## src/rtl/uart_rx_ctrl_if.sv

```systemverilog
// Consumer-side byte stream of the UART receive controller.
// Head byte plus burst-last flag, valid/ready handshake.
interface uart_rx_ctrl_if;
  logic       out_valid;
  logic [7:0] out_data;
  logic       out_last;
  logic       out_ready;

  modport master (
    output out_valid,
    output out_data,
    output out_last,
    input  out_ready
  );

  modport slave (
    input  out_valid,
    input  out_data,
    input  out_last,
    output out_ready
  );
endinterface

```

## src/rtl/uart_rx_ctrl.sv

```systemverilog
// UART receive controller: byte FIFO, RTS hysteresis,
// idle-gap burst marking and sticky overrun flag.
module uart_rx_ctrl #(
  parameter int DEPTH     = 16,
  parameter int AW        = 4,
  parameter int HIGH_MARK = 12,
  parameter int LOW_MARK  = 4,
  parameter int IDLE_CLK  = 1740
) (
  input  logic          clk,
  input  logic          rst_n,
  input  logic          rx_valid,
  input  logic [7:0]    rx_data,
  output logic          rts,
  output logic          burst_end,
  output logic          overrun,
  input  logic          overrun_clr,
  output logic [AW:0]   fill,
  uart_rx_ctrl_if.master cons
);

  localparam logic [AW:0] FULL = (AW+1)'(DEPTH);
  localparam logic [AW:0] HI   = (AW+1)'(HIGH_MARK);
  localparam logic [AW:0] LO   = (AW+1)'(LOW_MARK);
  localparam logic [AW:0] ONE  = (AW+1)'(1);
  localparam logic [15:0] TMO  = 16'(IDLE_CLK - 1);

  typedef enum logic {RUN, HOLD} state_t;

  logic [8:0]    mem [DEPTH];
  logic [AW-1:0] wr_ptr;
  logic [AW-1:0] rd_ptr;
  logic [AW-1:0] last_ptr;
  logic [AW:0]   cnt;
  logic [AW:0]   cnt_nxt;
  logic [15:0]   idle_cnt;
  logic          armed;
  logic          pop;
  logic          push;
  logic          drop;
  logic          full;
  logic          fire;
  logic          mark;
  logic [8:0]    head;
  state_t        state;

  assign full     = (cnt == FULL);
  assign pop      = (cnt != '0) && cons.out_ready;
  assign push     = rx_valid && (!full || pop);
  assign drop     = rx_valid && full && !pop;
  assign cnt_nxt  = cnt + (AW+1)'(push) - (AW+1)'(pop);
  assign last_ptr = wr_ptr - AW'(1);

  // A reload on rx_valid always beats the timeout.
  assign fire = armed && !rx_valid && (idle_cnt == TMO);
  // Newest entry still buffered and not leaving this cycle.
  assign mark = fire && (cnt != '0) && !(pop && cnt == ONE);

  assign head           = mem[rd_ptr];
  assign cons.out_valid = (cnt != '0);
  assign cons.out_data  = cons.out_valid ? head[7:0] : 8'h00;
  assign cons.out_last  = cons.out_valid ? head[8] : 1'b0;
  assign fill           = cnt;

  always_ff @(posedge clk) begin
    if (push)
      mem[wr_ptr] <= {1'b0, rx_data};
    if (mark)
      mem[last_ptr][8] <= 1'b1;
  end

  always_ff @(posedge clk or negedge rst_n) begin
    if (!rst_n) begin
      wr_ptr <= '0;
      rd_ptr <= '0;
      cnt    <= '0;
    end else begin
      if (push)
        wr_ptr <= wr_ptr + AW'(1);
      if (pop)
        rd_ptr <= rd_ptr + AW'(1);
      cnt <= cnt_nxt;
    end
  end

  always_ff @(posedge clk or negedge rst_n) begin
    if (!rst_n) begin
      overrun <= 1'b0;
    end else if (drop) begin
      overrun <= 1'b1;
    end else if (overrun_clr) begin
      overrun <= 1'b0;
    end
  end

  always_ff @(posedge clk or negedge rst_n) begin
    if (!rst_n) begin
      armed     <= 1'b0;
      idle_cnt  <= '0;
      burst_end <= 1'b0;
    end else begin
      burst_end <= 1'b0;
      if (rx_valid) begin
        armed    <= 1'b1;
        idle_cnt <= '0;
      end else if (fire) begin
        armed     <= 1'b0;
        burst_end <= 1'b1;
      end else if (armed) begin
        idle_cnt <= idle_cnt + 16'd1;
      end
    end
  end

  always_ff @(posedge clk or negedge rst_n) begin
    if (!rst_n) begin
      state <= RUN;
      rts   <= 1'b1;
    end else begin
      unique case (state)
        RUN: begin
          if (cnt_nxt >= HI) begin
            state <= HOLD;
            rts   <= 1'b0;
          end
        end
        HOLD: begin
          if (cnt_nxt <= LO) begin
            state <= RUN;
            rts   <= 1'b1;
          end
        end
        default: begin
          state <= RUN;
          rts   <= 1'b1;
        end
      endcase
    end
  end

endmodule

```

## src/flat_wrapper.sv

```systemverilog
// flat-port wrapper written by rule: the top's interface ports become plain ports
module uart_rx_ctrl_flat 
#(
  parameter int DEPTH     = 16,
  parameter int AW        = 4,
  parameter int HIGH_MARK = 12,
  parameter int LOW_MARK  = 4,
  parameter int IDLE_CLK  = 1740
)
  (clk, rst_n, rx_valid, rx_data, rts, burst_end, overrun, overrun_clr, fill, cons_out_valid, cons_out_data, cons_out_last, cons_out_ready);
  uart_rx_ctrl_if cons_i ();
  input  logic clk;
  input  logic rst_n;
  input  logic rx_valid;
  input  logic [7:0] rx_data;
  output logic rts;
  output logic burst_end;
  output logic overrun;
  input  logic overrun_clr;
  output logic [AW:0] fill;
  output wire logic [$bits(cons_i.out_valid)-1:0] cons_out_valid;
  output wire logic [$bits(cons_i.out_data)-1:0] cons_out_data;
  output wire logic [$bits(cons_i.out_last)-1:0] cons_out_last;
  input wire logic [$bits(cons_i.out_ready)-1:0] cons_out_ready;
  assign cons_out_valid = cons_i.out_valid;
  assign cons_out_data = cons_i.out_data;
  assign cons_out_last = cons_i.out_last;
  assign cons_i.out_ready = cons_out_ready;
  uart_rx_ctrl #(.DEPTH(DEPTH), .AW(AW), .HIGH_MARK(HIGH_MARK), .LOW_MARK(LOW_MARK), .IDLE_CLK(IDLE_CLK)) u_core (.clk(clk), .rst_n(rst_n), .rx_valid(rx_valid), .rx_data(rx_data), .rts(rts), .burst_end(burst_end), .overrun(overrun), .overrun_clr(overrun_clr), .fill(fill), .cons(cons_i));
endmodule
```

## config.mk

```make
export PLATFORM = sky130hd
export DESIGN_NAME = uart_rx_ctrl_flat
export DESIGN_NICKNAME = d
export VERILOG_FILES = /design/src/rtl/uart_rx_ctrl_if.sv /design/src/rtl/uart_rx_ctrl.sv /design/src/flat_wrapper.sv
export SDC_FILE = /design/constraint.sdc
export NUM_CORES = 1
export LEC_CHECK = 0
export CAP_MARGIN = 15
export CORE_ASPECT_RATIO = 2
export CORE_MARGIN = 2
export CORE_UTILIZATION = 32
export DETAILED_ROUTE_END_ITERATION = 10
export PLACE_DENSITY = 0.54
export SETUP_SLACK_MARGIN = 0.02
export SYNTH_ARGS = -nofsm -noshare
export SYNTH_HDL_FRONTEND = slang
export SYNTH_SLANG_ARGS = --single-unit
export TNS_END_PERCENT = 20
```

## constraint.sdc

```tcl
create_clock -name clk -period 3.13 [get_ports clk]
set_input_delay 0.626 -clock clk [delete_from_list [all_inputs] [get_ports clk]]
set_output_delay 0.626 -clock clk [all_outputs]
set_load 0.02 [all_outputs]
```

==> results of run 1 <==
-- worst max path at each step --
stage                                 start                          to  slack, ps  cells after the start
3_5_place_dp                 cons_out_ready  u_core.mem[8][6]$_DFFE_PP_       -240                      7
5_1_grt        u_core.rd_ptr[0]$_DFFE_PN0P_            cons_out_data[0]       -110                      7
3_3_place_gp                 cons_out_ready  u_core.mem[2][2]$_DFFE_PP_       -200                      7
2_1_floorplan      u_core.fill[2]$_DFF_PN0_      u_core.rts$_DFFE_PN1P_         90                     16
6_report       u_core.rd_ptr[0]$_DFFE_PN0P_            cons_out_data[0]        -30                      7
4_1_cts        u_core.rd_ptr[0]$_DFFE_PN0P_               cons_out_last        -70                      7
-- timing repair --
| item | 4_1_cts | 5_1_grt |
|---|---|---|
| pin swaps | 0 | 0 |
| cloned | 3 | 0 |
| gates resized for setup | 46 | 13 |
| endpoints found under the setup margin | 9 | 26 |
| setup buffers | 7 | 0 |
-- layout by cell type, fill, tap and decap left out, types with 4 or more instances in the layout --
master / Yosys / routed
buf_2: 4 / 4
ha_1: 10 / 10
buf_12: 0 / 6
nand4_1: 5 / 5
buf_4: 1 / 46
inv_1: 26 / 26
edfxtp_1: 144 / 144
clkdlybuf4s50_1: 0 / 20
xnor2_1: 11 / 11
clkbuf_16: 0 / 17
nor2b_1: 21 / 16
xor2_1: 5 / 5
nor2_1: 44 / 44
and3_1: 4 / 4
buf_6: 3 / 6
dfrtp_1: 33 / 32
nand3_1: 13 / 13
nand2_1: 23 / 23
mux4_2: 45 / 45
nor3_1: 8 / 7
o21ai_0: 5 / 5
a21oi_1: 11 / 11
-- state kept, by name (all words and copies together) (netlist names) --
name / flops
u_core.rd_ptr: 4
u_core.state: 1
u_core.wr_ptr: 4
u_core.rts: 1
u_core.idle_cnt: 16
u_core.burst_end: 1
u_core.mem: 144
u_core.overrun: 1
u_core.fill: 5
u_core.armed: 1
-- cell type report --
type | instances | area share
clock inverters | 12 | 0.01406
flip-flops and latches | 178 | 0.5487
well taps | 287 | 0.03806
clock buffers | 20 | 0.04628
inverters | 26 | 0.01034
multi-input cells | 255 | 0.2530
repair buffers | 86 | 0.08951
-- Yosys cell counts (all sizes together), types with 3 or more instances --
cell type / n / area (µm²)
a21boi: 3 / 22.52
nor4: 3 / 18.77
a21o: 3 / 22.52
nand3: 13 / 65.06
nand2b: 3 / 18.77
o311ai: 4 / 50.05
mux4: 45 / 1013
nor2: 45 / 171.4
ha: 10 / 125.1
o22ai: 3 / 25.02
o21ai: 6 / 30.02
nor2b: 21 / 131.4
xor2: 5 / 43.79
nand2: 23 / 86.33
edfxtp: 144 / 4324
clkbuf: 7 / 26.28
inv: 26 / 97.59
and3: 4 / 25.02
dfrtp: 33 / 825.8
nor3: 8 / 40.04
o31a: 3 / 26.28
a21oi: 11 / 55.05
xnor2: 11 / 96.34
nand4: 5 / 31.28
buf: 11 / 72.57
-- layer usage --
metal | track usage | wire length (µm)
met5 | 0 | 0
met2 | 0.2992 | 10930
met1 | 0.1499 | 6242
met4 | 0.05271 | 393
met3 | 0.02543 | 507
-- power by group through the flow --
stage / Combinational [W] / Sequential, W / Clock (W)
2_1_floorplan: 0.00202 / 0.00308 / 0
3_3_place_gp: 0.00307 / 0.00312 / 0
3_5_place_dp: 0.00311 / 0.00314 / 0
6_report: 0.00335 / 0.00309 / 0.00207
4_1_cts: 0.00337 / 0.00308 / 0.00211
5_1_grt: 0.00361 / 0.00311 / 0.00221
-- critical path: stages, from the launching register on --
cell and delay (ps):
dfrtp_2 420, buf_6 140, buf_12 130, buf_12 100, mux4_2 500, mux4_2 520, nor2b_4 150, buf_6 130
-- per-stage QoR --
step	area, µm²	power, W
5_1_grt	9435	0.008927
6_report	9435	0.008510
3_5_place_dp	8645	0.006245
4_1_cts	9380	0.008558
2_1_floorplan	7727	0.005101
3_3_place_gp	8630	0.006190
-- cells by family after synthesis --
kind of cell               Yosys count
AOI/OAI and AO/OA                   47
xor gates and xnor gates            16
adders and majority gates           11
buffers and inverters               44
DFF                                178
muxes                               47
and+or+nand+nor                    134
==> impl_metrics.json, run 1 <==
{
  "synth_nets": 501,
  "io_buffer_count": 30,
  "worst_pin_slew_ps": 1078,
  "ys_ff_latch": 178,
  "hold_violations": 0,
  "synth_ff_type": "edfxtp_1",
  "row_count": 80,
  "synth_top_family_by_area": "multiplexers",
  "required_ps": 2500,
  "place_inst": 819,
  "fp.coreArea_um2": 23820,
  "layout-drive-gt1-share": 0.2686,
  "fillers": 2222,
  "synth_xor_area_frac": 0.01813,
  "clock_path_buffers": 2,
  "final_core_util": 0.3961,
  "cts_tree": "yes",
  "floorplan.initialDensity": 0.3244,
  "wl_per_cell_um": 20.92,
  "critPathMaxFanout": 5,
  "fin_cells": 864,
  "power.switching_w": 0.002758,
  "synth_mux_area_frac": 0.1339,
  "rrSetupSlack_ps": 270,
  "synth_area_per_cell_um2": 16.20,
  "via_per_inst": 5.125,
  "reg2reg_to": "u_core.mem[0][5]$_DFFE_PP_",
  "synthAdderAreaFrac": 0.01878,
  "cts_root_buf": "clkbuf_16",
  "timing.rr.start": "u_core.fill[2]$_DFF_PN0_",
  "antenna_found_initial": 0,
  "clk_latency_ps": 430,
  "min_period_over_period": 1.010,
  "timing.hold.ws_ps": 277.6,
  "clk_pin_slew_ps": 60,
  "ff_latch_area_um2": 5177,
  "synth-compound-area-share": 0.04631,
  "min_period_ps": 3161,
  "nNetsFinal": 588,
  "synthSimpleGateAreaFrac": 0.08760,
  "wl_um": 18070,
  "drt.antenna.violating_nets": 0,
  "ir_worst_vdd_v": 0.0005442,
  "grt_usage": 0.1494,
  "synth_edf_count": 144,
  "drc_errors": 0,
  "hpwl_um": 12990,
  "grt-ovfl-total": 0,
  "skew_ps": 7.075,
  "cts_hold_buf": 0,
  "grt_setup_unrepaired": "true",
  "grt_pass1_vias": 4852,
  "p_int_w": 0.005752,
  "slew_headroom": 0.2800,
  "cts-htree-levels": 4,
  "syn-instance-count": 477,
  "setup_slack_ps": -31.24,
  "area_growth_pct": 22.10,
  "io_pins": 31,
  "p_seq_frac": 0.363,
  "fin_tns_setup_ps": -66.85,
  "cts_buffers": 17,
  "pre_cts_ws_ps": -241.7,
  "setup_viol": 3,
  "yosysSeqAreaShare": 0.6699,
  "hp-class": "in2async",
  "syn_area_um2": 7727,
  "gp_congestion": 0.8067,
  "worstSetupPathType": "reg2out",
  "antennaDiodeCount": 0,
  "clkPwrFrac": 0.243,
  "p_leak_nw": 3.290,
  "start_kind": "flop",
  "die-area_um2": 25480,
  "critical_path.endpoint_type": "output pin",
  "grt_max_degree": 38,
  "maxCapViolCount": 0,
  "yosys.cell_types.count": 55,
  "die_w_um": 113.9,
  "yosys_warnings": 0,
  "fp.dieH_um": 223.8,
  "fmax_mhz": 316.3,
  "reg2reg_depth": 11,
  "async_flop_share": 0.1910,
  "comb_power_share": 0.394,
  "cp_data_arrival_time_ps": 2540,
  "drtIter0Drc": 234,
  "violations": "negative setup slack",
  "multiInputGateArea_um2": 2387,
  "outcome": "finished with violations",
  "via_count": 4428,
  "firstDrtPassIters": 7,
  "drv_slew": 0,
  "power_density_nw_per_um2": 901.9,
  "cts.sinks": 178,
  "grt_pass1_wl_um": 27890,
  "p_sw_frac": 0.3240
}
Note: power is estimated with default switching activity, not from simulation.
==> run 2, diff against run 1 <==
--- a/config.mk
+++ b/config.mk
@@ -15,4 +15,4 @@
 export SYNTH_ARGS = -nofsm -noshare
 export SYNTH_HDL_FRONTEND = slang
 export SYNTH_SLANG_ARGS = --single-unit
-export TNS_END_PERCENT = 20
+export TNS_END_PERCENT = 10
==> run 2 against run 1 <==
The run still ends with negative setup slack left; critical endpoint unchanged; sequential share of layout area is 0.14 points lower; first-iteration DRC count is 12% higher; global-route usage stayed put; largest power group unchanged; power is 0.51% higher; critical path depth stayed put; flip-flop and latch count stayed put.
==> impl_metrics.json, run 2 (synthesized netlist as in run 1, its figures left out) <==
{
  "startpoint": "u_core.rd_ptr[0]$_DFFE_PN0P_",
  "p_leak_nw": 3.301,
  "via_count": 4427,
  "final_common_cell": "edfxtp_1",
  "violations": "negative setup slack",
  "cts_buffers": 17,
  "grt_pass1_vias": 4852,
  "cts-htree-levels": 4,
  "cts_root_buf": "clkbuf_16",
  "hold_violations": 0,
  "place_area_um2": 8645,
  "route.met2.wl_um": 10930,
  "min_period_over_period": 1.010,
  "slew_headroom": 0.2875,
  "start_kind": "flop",
  "nNetsFinal": 589,
  "die-area_um2": 25480,
  "p_seq_frac": 0.361,
  "clk_pin_slew_ps": 60,
  "clk_latency_ps": 430,
  "skew_ps": 7.403,
  "antenna_found_initial": 0,
  "highest_layer": "met4",
  "worst_pin_slew_ps": 1067,
  "fp.coreArea_um2": 23820,
  "setup_slack_ps": -29.90,
  "power.switching_w": 0.002769,
  "clkPwrFrac": 0.242,
  "hpwl_um": 12990,
  "worstSetupPathType": "reg2out",
  "io_buffer_count": 30,
  "drt.antenna.violating_nets": 0,
  "outcome": "finished with violations",
  "drv_slew": 0,
  "required_ps": 2500,
  "critPathMaxFanout": 5,
  "timing.rr.start": "u_core.fill[2]$_DFF_PN0_",
  "grt_pass1_wl_um": 27890,
  "regMostFlops": "u_core.mem",
  "io_pins": 31,
  "timing.hold.ws_ps": 279.1,
  "met3_length_um": 464,
  "layout-drive-gt1-share": 0.2699,
  "design_area_um2": 9459,
  "grt_max_degree": 38,
  "area_growth_pct": 22.41,
  "p_sw_frac": 0.3237,
  "grt_setup_unrepaired": "true",
  "antennaDiodeCount": 0,
  "grt-ovfl-total": 0,
  "via_per_inst": 5.118,
  "hp-class": "in2async",
  "p_int_w": 0.005785,
  "largest_reg_flops": 144,
  "multiInputGateArea_um2": 2387,
  "firstDrtPassIters": 6,
  "fp.dieH_um": 223.8,
  "wl_um": 18160,
  "final_cell_mix": "144 x edfxtp_1, 45 x mux4_2, 45 x buf_4",
  "fmax_mhz": 316.5,
  "ff_latch_area_um2": 5177,
  "cp_data_arrival_time_ps": 2530,
  "setup_viol": 5,
  "floorplan.initialDensity": 0.3244,
  "maxCapViolCount": 0,
  "power_density_nw_per_um2": 904.2,
  "cts_tree": "yes",
  "drt-met1-wl_um": 6377,
  "min_period_ps": 3160,
  "wl_per_cell_um": 20.99,
  "critical_path.endpoint_type": "output pin",
  "row_count": 80,
  "gp_congestion": 0.8067,
  "drtIter0Drc": 261,
  "drc_errors": 0,
  "place_inst": 819,
  "comb_power_share": 0.397,
  "fillers": 2220,
  "rrSetupSlack_ps": 280,
  "grt_usage": 0.1494,
  "clock_path_buffers": 2,
  "cts.sinks": 178,
  "pre_cts_ws_ps": -241.7,
  "fin_cells": 865,
  "die_w_um": 113.9,
  "ir_worst_vdd_v": 0.0005463
}
## run 2: changes by cell type in the layout (fill, tap and decap cells not counted)
cell    change
buf_4       -1
buf_12      +1
buf_6       +1
## run 2: power by group through the flow
stage | registers [W] | clock network, W | logic (W)
6_report | 0.00309 | 0.00207 | 0.00339
3_3_place_gp | 0.00312 | 0 | 0.00307
3_5_place_dp | 0.00314 | 0 | 0.00311
2_1_floorplan | 0.00308 | 0 | 0.00202
5_1_grt | 0.00311 | 0.00221 | 0.00365
4_1_cts | 0.00308 | 0.00211 | 0.00337
## run 2: worst paths after layout
check / endpoint / cells past startpoint
max in group asynchronous: u_core.rd_ptr[0]$_DFFE_PN0P_ / 1
min in group clk: u_core.rd_ptr[2]$_DFFE_PN0P_ / 1
max: cons_out_data[0] / 7
min reg2reg: u_core.rd_ptr[2]$_DFFE_PN0P_ / 1
max reg2reg: u_core.mem[0][7]$_DFFE_PP_ / 11
min: u_core.state$_DFF_PN0_ / 1
## run 2: area by class of cell
class                      count  share of cell area
timing repair buffer          87             0.09180
inverter                      26             0.01032
sequential                   178              0.5474
clock inverter                12             0.01402
clock buffer                  20             0.04616
tap                          287             0.03796
multi-input combinational    255              0.2524
## run 2: timing repair
action / in CTS / in global routing
resized for setup: 46 / 14
pin swaps: 0 / 0
setup buffers: 7 / 0
hold buffers: 0 / 0
hold endpoints to repair: 0 / 0
setup endpoints to repair: 9 / 26
cloned: 3 / 0
## run 2: worst max-delay path, cell delays in order, from the launching register on
cell and delay, ps:
dfrtp_2 420, buf_6 140, buf_12 130, buf_12 100, mux4_2 500, mux4_2 520, nor2b_4 150, buf_6 130
## run 2: per-layer routing
| layer | vias up | GRT usage |
|---|---|---|
| met5 | - | 0 |
| met4 | 0 | 0.05271 |
| met3 | 29 | 0.02543 |
| met2 | 87 | 0.2992 |
| met1 | 2297 | 0.1499 |
| li1 | 2014 | - |
## run 2: through the flow
step | setup TNS, ps | util | power, W
6_report | -114.8 | 0.3971 | 0.008553
5_1_grt | -602.7 | 0.3971 | 0.008967
4_1_cts | -288.7 | 0.3938 | 0.008558
3_5_place_dp | -17990 | 0.3629 | 0.006245
3_3_place_gp | -15310 | 0.3622 | 0.006190
2_1_floorplan | 0 | - | 0.005101
==> run 3, diff against run 2 <==
--- a/config.mk
+++ b/config.mk
@@ -6,7 +6,7 @@
 export NUM_CORES = 1
 export LEC_CHECK = 0
 export CAP_MARGIN = 15
-export CORE_ASPECT_RATIO = 2
+export CORE_ASPECT_RATIO = 0.8
 export CORE_MARGIN = 2
 export CORE_UTILIZATION = 32
 export DETAILED_ROUTE_END_ITERATION = 10
==> run 3 against run 2 <==
The flow now finishes without violations; global-route usage shrank 0.36 points; power increased by 0.93%; cell count is 2.5% higher; design area is 0.20% higher; sequential power fell by 1%; register-to-register slack got worse by 50 ps; critical path depth is the same; hold slack got worse by 8.6 ps; via count up 0.20%; clock skew rose by 5.0 ps; combinational power up 2%; sequential share of layout area fell by 0.11 points; critical endpoint is now cons_out_last; largest cell class unchanged.
==> impl_metrics.json, run 3 (synthesized netlist as in run 1, its figures left out) <==
{
  "outcome": "finished, final reports clean",
  "firstDrtPassIters": 5,
  "grt_pass1_vias": 4524,
  "hp-class": "in2async",
  "hold_violations": 0,
  "min_period_over_period": 0.9926,
  "skew_ps": 12.45,
  "maxCapViolCount": 0,
  "grt_usage": 0.1458,
  "antennaDiodeCount": 0,
  "cp_data_arrival_time_ps": 2480,
  "area_growth_pct": 22.65,
  "drtIter0Drc": 510,
  "ir_worst_vdd_v": 0.0003392,
  "worst_pin_slew_ps": 1042,
  "nNetsFinal": 586,
  "row_count": 50,
  "io_pins": 31,
  "grt_setup_unrepaired": "true",
  "fp.dieH_um": 143.0,
  "via_count": 4436,
  "slew_headroom": 0.3037,
  "final_core_util": 0.4019,
  "drv_slew": 0,
  "gp_congestion": 0.8072,
  "reg2reg_depth": 15,
  "clock_path_buffers": 2,
  "grt_pass1_wl_um": 27120,
  "regMostFlops": "u_core.mem",
  "fillers": 2102,
  "wl_um": 17260,
  "via_per_inst": 5.001,
  "min_period_ps": 3107,
  "cts_hold_buf": 0,
  "fmax_mhz": 321.9,
  "critical_path.endpoint_type": "output pin",
  "cts_root_buf": "clkbuf_16",
  "layout-drive-gt1-share": 0.2678,
  "largest_reg_flops": 144,
  "drt.antenna.violating_nets": 0,
  "setup_viol": 0,
  "fp.coreArea_um2": 23590,
  "power_density_nw_per_um2": 910.8,
  "final_cell_mix": "144 x edfxtp_1, 47 x buf_4, 45 x mux4_2",
  "clk_latency_ps": 440,
  "place_area_um2": 8638,
  "grt-ovfl-total": 0,
  "floorplan.initialDensity": 0.3276,
  "required_ps": 2500,
  "worstSetupPathType": "reg2out",
  "clk_pin_slew_ps": 70,
  "wl_per_cell_um": 19.46,
  "grt_max_degree": 40,
  "timing.hold.ws_ps": 270.5,
  "die-area_um2": 25420,
  "antenna_found_initial": 0,
  "critPathMaxFanout": 6,
  "setup_slack_ps": 23.14,
  "design_area_um2": 9478,
  "start_kind": "flop",
  "die_w_um": 177.7,
  "hpwl_um": 11410,
  "io_buffer_count": 30,
  "cts-htree-levels": 4,
  "fin_tns_setup_ps": 0,
  "cts_buffers": 17,
  "final_common_cell": "edfxtp_1",
  "cts_tree": "yes",
  "p_leak_nw": 3.287,
  "drc_errors": 0,
  "cts.sinks": 178,
  "pre_cts_ws_ps": -202.7
}
run 3: cell count changes in the layout (fill, tap and decap cells not counted), sizes merged:
cell and change:
clkbuf -3, inv +3, buf -2, clkinv +2, bufinv -1, clkinvlp -1, dlygate4sd2 -1
run 3: routing by layer:
layer / up-vias / wire length [µm] / track usage
met5: - / 0 / 0
met4: 0 / 238 / 0.04875
met3: 18 / 963 / 0.03381
met2: 132 / 7552 / 0.2136
met1: 2279 / 8502 / 0.2131
li1: 2007 / - / -
run 3: path summary, 6_finish.rpt:
| kind | start | to | slack [ps] |
|---|---|---|---|
| min | rst_n | u_core.fill[4]$_DFF_PN0_ | 270 |
| min reg2reg | u_core.rd_ptr[2]$_DFFE_PN0P_ | u_core.rd_ptr[2]$_DFFE_PN0P_ | 480 |
| min in group clk | u_core.rd_ptr[2]$_DFFE_PN0P_ | u_core.rd_ptr[2]$_DFFE_PN0P_ | 480 |
| max reg2reg | u_core.fill[3]$_DFF_PN0_ | u_core.state$_DFF_PN0_ | 230 |
| max | u_core.rd_ptr[0]$_DFFE_PN0P_ | cons_out_last | 20 |
| max in group asynchronous | rst_n | u_core.rd_ptr[0]$_DFFE_PN0P_ | 2330 |
run 3: what timing repair did:
item	in CTS	in global routing
buffers inserted	10	2
setup endpoints to repair	9	10
cloned	3	0
pin swaps	0	3
gates resized for setup	51	6
run 3: report_power, final:
part | internal, W | switching, W | total, W
logic | 0.00174 | 0.00172 | 0.00345
clock network | 0.00114 | 0.000993 | 0.00213
registers | 0.00287 | 0.000180 | 0.00305
run 3: worst max-delay path, cell delays in order (launching register included):
cell and delay [ps]:
dfrtp_2 410, buf_12 150, buf_12 140, buf_4 130, mux4_2 430, mux4_2 460
nor2b_1 160, buf_4 160
run 3: cell type report:
cell class	instances	area, µm²	area share
timing repair buffer	84	834.6	0.08805
clock buffer	17	425.4	0.04488
sequential	178	5177	0.5463
clock inverter	15	173.9	0.01835
multi-input combinational	255	2379	0.2510
tap	312	390.4	0.04119
inverter	26	97.59	0.01030
run 3: through the flow:
| step | std cells | total power [W] |
|---|---|---|
| floorplan | 477 | 0.005101 |
| global placement | 835 | 0.006213 |
| detailed placement | 835 | 0.006266 |
| CTS | 880 | 0.008675 |
| global route | 887 | 0.009093 |
| finish | 887 | 0.008633 |
